===== src/rtl/phase_addr_pkg.sv =====
// Shared types and elaboration-time helpers for the phase address generator.
// Parameter-dependent widths are derived here so every file uses the same values.
package phase_addr_pkg;

  typedef enum logic [1:0] {
    ST_IDLE = 2'd0,
    ST_ACC  = 2'd1,
    ST_DIV  = 2'd2,
    ST_DONE = 2'd3
  } state_t;

  function automatic int clog2(input longint value);
    int     r;
    longint p;
    r = 0;
    p = 1;
    while (p < value) begin
      p = p << 1;
      r++;
    end
    return r;
  endfunction

  // Accumulator modulus: DIV counts per address step times 2^ADDR_W steps.
  function automatic longint calc_mod(input int div, input int addr_w);
    return longint'(div) << addr_w;
  endfunction

  function automatic int calc_acc_w(input int div, input int addr_w);
    return clog2(calc_mod(div, addr_w));
  endfunction

endpackage


===== src/rtl/phase_addr_gen_mc_serial_udiv.sv =====
// Restoring divider by a constant: one quotient bit per cycle, MSB first.
// o_quot is valid in the o_done cycle and includes the final bit.
module serial_udiv #(
  parameter int ACC_W  = 25,
  parameter int ADDR_W = 11,
  parameter int DIV    = 15625
) (
  input  logic              clk,
  input  logic              rst,
  input  logic              i_start,
  input  logic [ACC_W-1:0]  i_dividend,
  output logic              o_done,
  output logic [ADDR_W-1:0] o_quot
);

  // Dividend is guaranteed below DIV * 2^ADDR_W, so ADDR_W steps suffice.
  localparam logic [ACC_W-1:0]  DSR_INIT  = ACC_W'(longint'(DIV) << (ADDR_W - 1));
  localparam logic [ADDR_W-1:0] MASK_INIT = ADDR_W'(1) << (ADDR_W - 1);

  logic [ACC_W-1:0]  r_rem;
  logic [ACC_W-1:0]  r_dsr;
  logic [ADDR_W-1:0] r_mask;
  logic [ADDR_W-1:0] r_quot;
  logic              r_run;
  logic              w_ge;

  assign w_ge   = (r_rem >= r_dsr);
  assign o_quot = w_ge ? (r_quot | r_mask) : r_quot;
  assign o_done = r_run & r_mask[0];

  always_ff @(posedge clk or negedge rst) begin
    if (!rst) begin
      r_rem  <= '0;
      r_dsr  <= '0;
      r_mask <= '0;
      r_quot <= '0;
      r_run  <= 1'b0;
    end else if (i_start) begin
      r_rem  <= i_dividend;
      r_dsr  <= DSR_INIT;
      r_mask <= MASK_INIT;
      r_quot <= '0;
      r_run  <= 1'b1;
    end else if (r_run) begin
      if (w_ge) r_rem <= r_rem - r_dsr;
      r_quot <= o_quot;
      r_dsr  <= r_dsr >> 1;
      r_mask <= r_mask >> 1;
      if (r_mask[0]) r_run <= 1'b0;
    end
  end

endmodule


===== src/rtl/phase_addr_gen_mc.sv =====
// Multi-channel modulo phase accumulator feeding ROM addresses, one shared
// serial divider; all channel addresses commit together on addr_valid.
module phase_addr_gen_mc
  import phase_addr_pkg::*;
#(
  parameter int NUM_CH     = 2,
  parameter int ADDR_W     = 11,
  parameter int FREQ_W     = 19,
  parameter int FREQ_SCALE = 32,
  parameter int DIV        = 15625
) (
  input  logic                     clk,
  input  logic                     rst,
  input  logic                     s_clk,
  input  logic                     sync_clr,
  input  logic [NUM_CH-1:0]        en,
  input  logic [NUM_CH*FREQ_W-1:0] f_set,
  input  logic [NUM_CH*ADDR_W-1:0] phase_off,
  output logic [NUM_CH*ADDR_W-1:0] addr,
  output logic                     addr_valid,
  output logic                     busy,
  output logic                     overrun
);

  localparam longint MOD   = calc_mod(DIV, ADDR_W);
  localparam int     ACC_W = calc_acc_w(DIV, ADDR_W);
  localparam int     CH_W  = (NUM_CH > 1) ? clog2(NUM_CH) : 1;
  localparam int     INC_W = FREQ_W + 32;

  localparam logic [INC_W-1:0]  MOD_I   = INC_W'(MOD);
  localparam logic [ACC_W:0]    MOD_S   = (ACC_W + 1)'(MOD);
  localparam logic [ACC_W-1:0]  MOD_T   = ACC_W'(MOD);
  localparam logic [ACC_W-1:0]  MOD_M1  = ACC_W'(MOD - 1);
  localparam logic [CH_W-1:0]   LAST_CH = CH_W'(NUM_CH - 1);

  state_t            r_state;
  logic [CH_W-1:0]   r_ch;
  logic              r_en_s;
  logic [ADDR_W-1:0] r_off_s;
  logic              r_valid;
  logic              r_busy;
  logic              r_ovr;
  logic              r_s0, r_s1, r_s2;
  logic [ACC_W-1:0]  r_acc    [NUM_CH];
  logic [ADDR_W-1:0] r_shadow [NUM_CH];
  logic [ADDR_W-1:0] r_addr   [NUM_CH];

  logic [FREQ_W-1:0] w_f_arr   [NUM_CH];
  logic [ADDR_W-1:0] w_off_arr [NUM_CH];
  logic              w_tick;
  logic [INC_W-1:0]  w_inc_full;
  logic [ACC_W-1:0]  w_inc;
  logic [ACC_W:0]    w_sum;
  logic [ACC_W-1:0]  w_acc_nxt;
  logic              w_div_start;
  logic [ACC_W-1:0]  w_div_in;
  logic              w_div_done;
  logic [ADDR_W-1:0] w_quot;
  logic [ADDR_W-1:0] w_addr_calc;

  // addr_valid is a one-cycle strobe with no backpressure; addr holds until the next strobe.
  for (genvar k = 0; k < NUM_CH; k++) begin : g_ch
    assign w_f_arr[k]                   = f_set[k*FREQ_W +: FREQ_W];
    assign w_off_arr[k]                 = phase_off[k*ADDR_W +: ADDR_W];
    assign addr[k*ADDR_W +: ADDR_W]     = r_addr[k];
  end

  assign addr_valid = r_valid;
  assign busy       = r_busy;
  assign overrun    = r_ovr;
  assign w_tick     = r_s1 & ~r_s2;

  assign w_inc_full  = INC_W'(w_f_arr[r_ch]) * INC_W'(FREQ_SCALE);
  assign w_inc       = (w_inc_full >= MOD_I) ? MOD_M1 : w_inc_full[ACC_W-1:0];
  assign w_sum       = {1'b0, r_acc[r_ch]} + {1'b0, w_inc};
  // Low-bit subtraction is exact because the wrapped result is below MOD.
  assign w_acc_nxt   = (w_sum >= MOD_S) ? (w_sum[ACC_W-1:0] - MOD_T) : w_sum[ACC_W-1:0];
  assign w_div_start = (r_state == ST_ACC) && !sync_clr;
  assign w_div_in    = en[r_ch] ? w_acc_nxt : r_acc[r_ch];
  assign w_addr_calc = w_quot + r_off_s;

  serial_udiv #(
    .ACC_W  (ACC_W),
    .ADDR_W (ADDR_W),
    .DIV    (DIV)
  ) u_div (
    .clk        (clk),
    .rst        (rst),
    .i_start    (w_div_start),
    .i_dividend (w_div_in),
    .o_done     (w_div_done),
    .o_quot     (w_quot)
  );

  always_ff @(posedge clk or negedge rst) begin
    if (!rst) begin
      r_s0 <= 1'b0;
      r_s1 <= 1'b0;
      r_s2 <= 1'b0;
    end else begin
      r_s0 <= s_clk;
      r_s1 <= r_s0;
      r_s2 <= r_s1;
    end
  end

  always_ff @(posedge clk or negedge rst) begin
    if (!rst) begin
      r_state <= ST_IDLE;
      r_ch    <= '0;
      r_en_s  <= 1'b0;
      r_off_s <= '0;
      r_valid <= 1'b0;
      r_busy  <= 1'b0;
      r_ovr   <= 1'b0;
      for (int k = 0; k < NUM_CH; k++) begin
        r_acc[k]    <= '0;
        r_shadow[k] <= '0;
        r_addr[k]   <= '0;
      end
    end else if (sync_clr) begin
      r_state <= ST_IDLE;
      r_ch    <= '0;
      r_valid <= 1'b0;
      r_busy  <= 1'b0;
      r_ovr   <= 1'b0;
      for (int k = 0; k < NUM_CH; k++) begin
        r_acc[k]    <= '0;
        r_shadow[k] <= '0;
        r_addr[k]   <= '0;
      end
    end else begin
      r_valid <= 1'b0;
      r_ovr   <= w_tick && (r_state != ST_IDLE);
      case (r_state)
        ST_IDLE: begin
          if (w_tick) begin
            r_ch    <= '0;
            r_busy  <= 1'b1;
            r_state <= ST_ACC;
          end
        end
        ST_ACC: begin
          r_en_s  <= en[r_ch];
          r_off_s <= w_off_arr[r_ch];
          if (en[r_ch]) r_acc[r_ch] <= w_acc_nxt;
          r_state <= ST_DIV;
        end
        ST_DIV: begin
          if (w_div_done) begin
            if (r_en_s) r_shadow[r_ch] <= w_addr_calc;
            if (r_ch == LAST_CH) begin
              // Commit uses the shadow value being written this same cycle.
              for (int k = 0; k < NUM_CH; k++)
                r_addr[k] <= (CH_W'(k) == r_ch && r_en_s) ? w_addr_calc : r_shadow[k];
              r_valid <= 1'b1;
              r_state <= ST_DONE;
            end else begin
              r_ch    <= r_ch + 1'b1;
              r_state <= ST_ACC;
            end
          end
        end
        ST_DONE: begin
          r_busy  <= 1'b0;
          r_state <= ST_IDLE;
        end
        default: r_state <= ST_IDLE;
      endcase
    end
  end

endmodule


===== config.mk =====
export PLATFORM = sky130hd
export DESIGN_NAME = phase_addr_gen_mc
export DESIGN_NICKNAME = d
export VERILOG_FILES = /design/src/rtl/phase_addr_pkg.sv /design/src/rtl/phase_addr_gen_mc_serial_udiv.sv /design/src/rtl/phase_addr_gen_mc.sv
export SDC_FILE = /design/constraint.sdc
export NUM_CORES = 1
export LEC_CHECK = 0
export ABC_CLOCK_PERIOD_IN_PS = 7400
export CAP_MARGIN = 5
export CORE_AREA = 2 2 242 125
export DETAILED_ROUTE_END_ITERATION = 8
export DIE_AREA = 0 0 244 127
export SLEW_MARGIN = 20
export SYNTH_ARGS = -nofsm -noshare
export SYNTH_HDL_FRONTEND = slang
export SYNTH_SLANG_ARGS = --single-unit

===== constraint.sdc =====
create_clock -name clk -period 7.4 [get_ports clk]
set_input_delay 1.85 -clock clk [delete_from_list [all_inputs] [get_ports clk]]
set_output_delay 1.85 -clock clk [all_outputs]
set_load 0.02 [all_outputs]

==> summary.md, run 1 <==
| Metric | Value |
|---|---|
| Status | `complete, no violations` |
| Fin. Hold Viols | `0` |
| Tcrit/Tclk final | `78.8%` |
| Hold Crit Class | `flop to flop` |
| Placement Cell Area | `0.0129 mm2` |
| LEAKAGE | `6.06 nW` |
| Arrival time worst endpoint | `6.13 ns` |
| DR iter-0 viols | `573` |
| Final setup skew | `0.0198 ns` |
| Initial Utilization | `40.5%` |
| Setup TNS | `0 ns` |
| Delay-heaviest family, CP | `compound AO/OA/AOI/OAI gates` |
| Cell count after synthesis | `1247` |
| R2R setup slack | `2.00 ns` |
| Logic pwr share | `48.9%` |
| Fraction of layout cells with a size suffix above 1 | `9.36%` |
| RR Endpoint | `addr[21]` |
| NetSw | `0.00188 W` |
| Worst path max stage delay | `0.62 ns` |
| CTS Hold Bufs | `0` |
| Total Power | `0.00464 W` |
| Met2 usage | `31.0%` |
| HPWL Detailed | `20600 um` |
| Design area | `0.0135 mm2` |
| RSZ-0062 raised after global routing | `no` |
| CP Capture Type | `flop` |
| Startpoint Class | `input port` |
| N_diodes | `0` |
| IO Pins | `91` |
| Setup WS post-layout | `1.57 ns` |
| Grt ovf | `0` |
| Worst slew margin | `29.5%` |
| Dominant cells by area after synthesis | `dfrtp_1 (40%), ha_1 (5.8%), mux2i_1 (5.3%)` |
| TritonRoute pass-1 iters | `5` |
| Core footprint | `0.0287 mm2` |
| Final setup fails | `0` |
| Hold Path Stages | `0` |
| Seq/Total Area, Yosys | `40.0%` |
| Max clock buf depth | `2` |
| Synth unique cells | `91` |
| Clock power share | `21.4%` |
| Most frequent cells after synthesis | `dfrtp_1 (186), nand2_1 (129), nor2_1 (114)` |
| WP buf/inv | `1` |
| Area grow syn2layout | `16.3%` |
| CP max FO | `17` |
| CP Cell Sequence | `clkdlybuf4s50_1 -> mux2_2 -> ha_1 -> a211oi_1 -> o21ai_0 -> o211ai_1 -> nand3_1 -> xor2_1 -> o21a_1 -> o311ai_4 -> a2111oi_0 -> a31o_2 -> o21ai_0` |
| Count leader, synth | `dfrtp_1` |
| Min-Delay Endpoint | `r_s1` |
| # clock sinks | `186` |
| Slew Viols, Final | `0` |
| GPL Wtd Cong | `0.871` |
| Slew at the pin closest to its max-slew limit | `1.05 ns` |
| DRC Markers | `0` |
| Root Buffer | `clkbuf_16` |
| Syn Area/Cell | `9.32 um2` |
| First-pass GRT wire length | `48900 um` |
| Largest area contributor in the netlist | `dfrtp_1` |
| H-tree level count | `4` |
| Post-synth EDFFs | `0` |
| All-layer global routing usage | `19.4%` |
| Mean routed wirelength per cell | `17.1 um` |
| Hold_sp | `r_s0` |
| Fin crit period | `5.83 ns` |
| Max Freq | `172 MHz` |
| Post-synth top area share | `40.0%` |
| Initial antenna violation count | `0` |
| Port Buffers | `90` |
| Dominant synthesized flop cell | `dfrtp_1` |
| Final design utilization | `47.1%` |
| Worst Path Required | `7.70 ns` |
| ANT nets after route | `0` |
| Yosys warning total | `0` |
| Most numerous cell on the critical path | `o21ai_0` |
| CTS tree | `built` |
| Die ar. | `0.0310 mm2` |
| Kind of critical path | `input port to flop` |
| Final nets | `1425` |
| PwrDens | `343 mW/mm2` |
| Via count | `9441` |
| Worst-skew pair later-pin latency | `0.44 ns` |
| Setup Slack @ Placement | `1.28 ns` |
| Syn Nets | `1370` |
| Pin count of the biggest net entering global routing | `187` |
| Post-CTS Resized | `0` |
| Layer with the highest usage | `met2` |
| # rows | `44` |
| Sequential share of power | `29.7%` |
| Synth Register Bits | `186` |
| CTS Buf Count | `17` |
| R2R Path Start | `u_div.r_dsr[1]` |
| Clock slew at reported path FFs | `0.07 ns` |
| P_int | `0.00276 W` |
| CP max stage cell | `a2111oi_0` |
| Die Wd | `244 um` |
| Register-to-Register Path Depth | `23` |
| Maximum vdd drop | `183 uV` |
| Via density | `5.54` |
| Die H | `127 um` |
| Final wirelength | `29200 um` |
| Post-CTS Setup Inserts | `0` |
| Sw frac | `40.4%` |
| Met1 GRT Util | `27.0%` |
| Asr flop ratio synth | `100%` |
| Cell Area, Synth | `0.0116 mm2` |
| Met3 usage in global routing | `3.93%` |
| Vias in the first global route | `9386` |
| Max Cap Violations | `0` |
[metal layers]
metal  vias up  part of all wire (%)
li1       4596                     -
met1      4589                    49
met2       231                    45
met3        25                   5.0
met4         0                   1.1
met5         -                     0
[power groups by stage]
stage	clock, W	sequential [W]	combinational, W
floorplan	0	0.00134	0.00175
global placement	0	0.00139	0.00219
detailed placement	0	0.00139	0.00224
CTS	0.00101	0.00138	0.00226
global route	0.00106	0.00140	0.00255
finish	0.000993	0.00138	0.00227
[flip-flops by register name, summed over array words and instances (netlist names)]
name	cells
r_acc	50
u_div.r_rem	25
u_div.r_dsr	24
addr	22
r_shadow	22
r_off_s	11
u_div.r_quot	11
u_div.r_mask	10
r_state	2
addr_valid	1
busy	1
overrun	1
r_ch	1
r_en_s	1
r_s0	1
r_s1	1
r_s2	1
u_div.r_run	1
[cells in the final DEF, fill, tap and decap left out, drive strengths merged, types with 7 or more instances in the layout]
cell           count
o21ai             79
a311oi             9
o21a               7
a22o              29
nand3             29
inv               47
nor2b             23
a211oi            22
and2               7
a21oi             87
xnor2             28
clkbuf            19
nand2            130
or3                7
nand4              9
a31oi             14
or2                9
and3               9
buf               14
dfrtp            186
nor2             114
clkdlybuf4s50     88
xor2              21
mux2              39
a21o              39
ha                54
o211ai            14
nand2b            10
nor3              20
mux2i             61
[metrics by stage]
step | hold slack (ns) | instances
finish | 0.364 | 1705
global route | 0.390 | 1705
CTS | 0.366 | 1704
detailed placement | 0.350 | 1673
global placement | 0.334 | 1673
floorplan | 0.331 | 1247
[final cells by class]
| cell class | count | area, um2 |
|---|---|---|
| clock buffer | 19 | 443 |
| clock inverter | 12 | 189 |
| fill | 2697 | 15200 |
| inverter | 44 | 165 |
| multi-input combinational | 951 | 6550 |
| sequential | 186 | 4660 |
| tap | 391 | 489 |
| timing repair buffer | 102 | 1020 |
[logic make-up after synthesis]
logic type                 count (synthesis)  share of synthesized area [%]
AOI/OAI and AO/OA                        364                           21.6
muxes                                    100                           9.03
and+or+nand+nor                          381                           15.1
xor gates and xnor gates                  49                           4.24
buffers and inverters                    110                           3.72
adders and majority gates                 57                           6.33
DFF                                      186                           40.0
[worst max path at each step]
| stage | startpoint | end | slack [ns] | cells past startpoint |
|---|---|---|---|---|
| 6_report | f_set[1] | u_div.r_rem[17] | 1.57 | 13 |
| 4_1_cts | f_set[1] | u_div.r_rem[17] | 1.70 | 13 |
| 2_1_floorplan | f_set[19] | u_div.r_rem[24] | 2.28 | 13 |
| 3_3_place_gp | f_set[0] | r_acc[45] | 1.41 | 14 |
| 3_5_place_dp | f_set[1] | u_div.r_rem[17] | 1.28 | 13 |
| 5_1_grt | f_set[20] | u_div.r_rem[17] | 1.40 | 13 |
Note: power is estimated with default switching activity, not from simulation.
==> run 2: changes to the inputs <==
Settings changed: ABC_CLOCK_PERIOD_IN_PS 7400 to 5300.
Clock period 7.4 ns to 5.3 ns, I/O delays scaled along.
==> run 2 against run 1 <==
Compared with the run above:
- critical path depth grew 1
- count of clock-buffer cells in the layout grew 2
- flip-flop and latch count is the same
- combinational power grew 46%
- worst hold slack lost 0.011 ns
- routed wire length grew 3.7%
- sequential power grew 40%
- via count grew 2.6%
- die area is the same
- utilization grew 0.85 points
- cell count grew 2.2%
- first-iteration DRC count grew 8.6%
- critical endpoint is now r_acc[19]
==> summary.md, run 2 (synthesized netlist as in run 1, its figures left out) <==
| Metric | Value |
|---|---|
| Worst Path Required | `5.62 ns` |
| Via count | `9687` |
| Die ar. | `0.0310 mm2` |
| Core footprint | `0.0287 mm2` |
| Tcrit/Tclk final | `94.7%` |
| CP max FO | `15` |
| CTS tree | `built` |
| DR iter-0 viols | `622` |
| N_diodes | `0` |
| Hold Crit Class | `flop to flop` |
| Startpoint Class | `input port` |
| GPL Wtd Cong | `0.896` |
| Port Buffers | `90` |
| Die Wd | `244 um` |
| Worst slew margin | `29.3%` |
| Min-Delay Endpoint | `r_s1` |
| Max clock buf depth | `2` |
| ANT nets after route | `0` |
| DRC Markers | `0` |
| HPWL Detailed | `21700 um` |
| PwrDens | `478 mW/mm2` |
| Pin count of the biggest net entering global routing | `88` |
| Max Cap Violations | `0` |
| Fraction of layout cells with a size suffix above 1 | `12.1%` |
| Register-to-Register Path Depth | `21` |
| All-layer global routing usage | `19.9%` |
| Final setup skew | `0.0143 ns` |
| Kind of critical path | `input port to flop` |
| Vias in the first global route | `9577` |
| CP Capture Type | `flop` |
| RR Endpoint | `addr[21]` |
| Fin crit period | `5.02 ns` |
| H-tree level count | `4` |
| Status | `complete, no violations` |
| Setup WS post-layout | `0.281 ns` |
| Hold Path Stages | `0` |
| Regs by FF count | `r_acc: 50 flops, u_div.r_rem: 25 flops, u_div.r_dsr: 24 flops` |
| Biggest register | `r_acc` |
| Initial Utilization | `40.5%` |
| R2R Path Start | `u_div.r_dsr[14]` |
| # clock sinks | `186` |
| # rows | `44` |
| Maximum vdd drop | `272 uV` |
| Via density | `5.56` |
| Slew Viols, Final | `0` |
| Hold_sp | `r_s0` |
| Worst-skew pair later-pin latency | `0.44 ns` |
| Final setup fails | `0` |
| Flip-flop count of the largest register, all copies and words added | `50` |
| R2R setup slack | `0.36 ns` |
| LEAKAGE | `6.22 nW` |
| Mean routed wirelength per cell | `17.4 um` |
| Area grow syn2layout | `18.4%` |
| Slew at the pin closest to its max-slew limit | `1.06 ns` |
| Max Freq | `199 MHz` |
| Root Buffer | `clkbuf_16` |
| Commonest non-fill, non-tap cells in the layout | `dfrtp_1 (184), nand2_1 (129), nor2_1 (113)` |
| Grt ovf | `0` |
| First-pass GRT wire length | `49900 um` |
| Final nets | `1461` |
| Final non-filler cell total | `1742` |
| RSZ-0062 raised after global routing | `no` |
| Initial antenna violation count | `0` |
| Die H | `127 um` |
| IO Pins | `91` |
| Final wirelength | `30300 um` |
| Cell count after placement | `1706` |
| Setup Slack @ Placement | `-0.107 ns` |
| Total Power | `0.00658 W` |
| CTS Buf Count | `17` |
| Arrival time worst endpoint | `5.34 ns` |
| Clock slew at reported path FFs | `0.07 ns` |
| Most common cell after layout, fill and taps aside | `dfrtp_1` |
| TritonRoute pass-1 iters | `5` |
| Fin. Hold Viols | `0` |
-- run 2: cell count changes in the layout (fill, tap and decap cells not counted), moves of 2 or more --
| cell | delta |
|---|---|
| buf_4 | +37 |
| bufinv_16 | -2 |
| o21ai_1 | +2 |
| o21ai_0 | -2 |
| clkbuf_8 | +2 |
-- run 2: layout make-up --
class	instances	area, um2
clock buffers	21	470
clock inverters	11	134
fillers	2710	14900
inverters	44	165
multi-input cells	951	6570
flip-flops and latches	186	4660
well taps	391	489
repair buffers	138	1270
-- run 2: how the worst max path moves through the flow --
stage                              start              end  slack [ns]  depth (start not counted)
final                           f_set[1]        r_acc[19]        0.28                         14
after floorplan                     r_ch  u_div.r_rem[21]        0.68                         16
after global routing            f_set[1]  u_div.r_rem[19]        0.02                         15
after global placement         f_set[20]        r_acc[19]       -0.03                         14
after CTS                 u_div.r_dsr[1]         addr[21]        0.06                         23
after detailed placement        f_set[1]        r_acc[44]       -0.11                         14
-- run 2: layer usage --
metal  track usage [%]  wire, um  share of wire (%)  vias to the layer above
met5                 0         0                  0                        -
met4              5.06       362                1.2                        0
met3              3.40      1470                4.9                       26
met2              32.2     13900                 46                      249
met1              27.8     14600                 48                     4738
li1                  -         -                  -                     4674
-- run 2: through the flow --
stage          utilization (%)  hold slack (ns)  cell area [um2]  TNS [ns]
2_1_floorplan                -            0.331            11600         0
3_3_place_gp              45.7            0.334            13100    -0.190
3_5_place_dp              45.7            0.338            13100     -1.51
4_1_cts                   47.8            0.354            13700         0
5_1_grt                   48.0            0.361            13800         0
6_report                  48.0            0.352            13800         0
-- run 2: what timing repair did --
item,CTS,global route
setup buffers,0,4
hold buffers,0,0
endpoints found under the setup margin,0,13
gates resized for setup,0,5
-- run 2: where the power goes --
part	leakage (nW)	internal [W]	total (W)	switching [W]
Combinational	3.46	0.00143	0.00332	0.00189
Sequential	2.47	0.00171	0.00193	0.000225
Clock	0.289	0.000741	0.00132	0.000583
-- run 2: worst max-delay path, stage by stage --
cell	delay (ns)
clkdlybuf4s50_1	0.39
mux2_2	0.29
ha_1	0.32
a211oi_1	0.34
buf_4	0.18
o21a_1	0.18
a21boi_1	0.17
or3_1	0.41
nand2_1	0.14
o2111ai_4	0.20
o311ai_4	0.76
a21boi_0	0.24
xnor2_1	0.19
a22o_1	0.21
==> run 3: changes to the inputs <==
Settings changed: CTS_CLUSTER_SIZE set to 25.
==> results of run 3 <==
Final layout, timing and power as in run 2 (identical DEF).
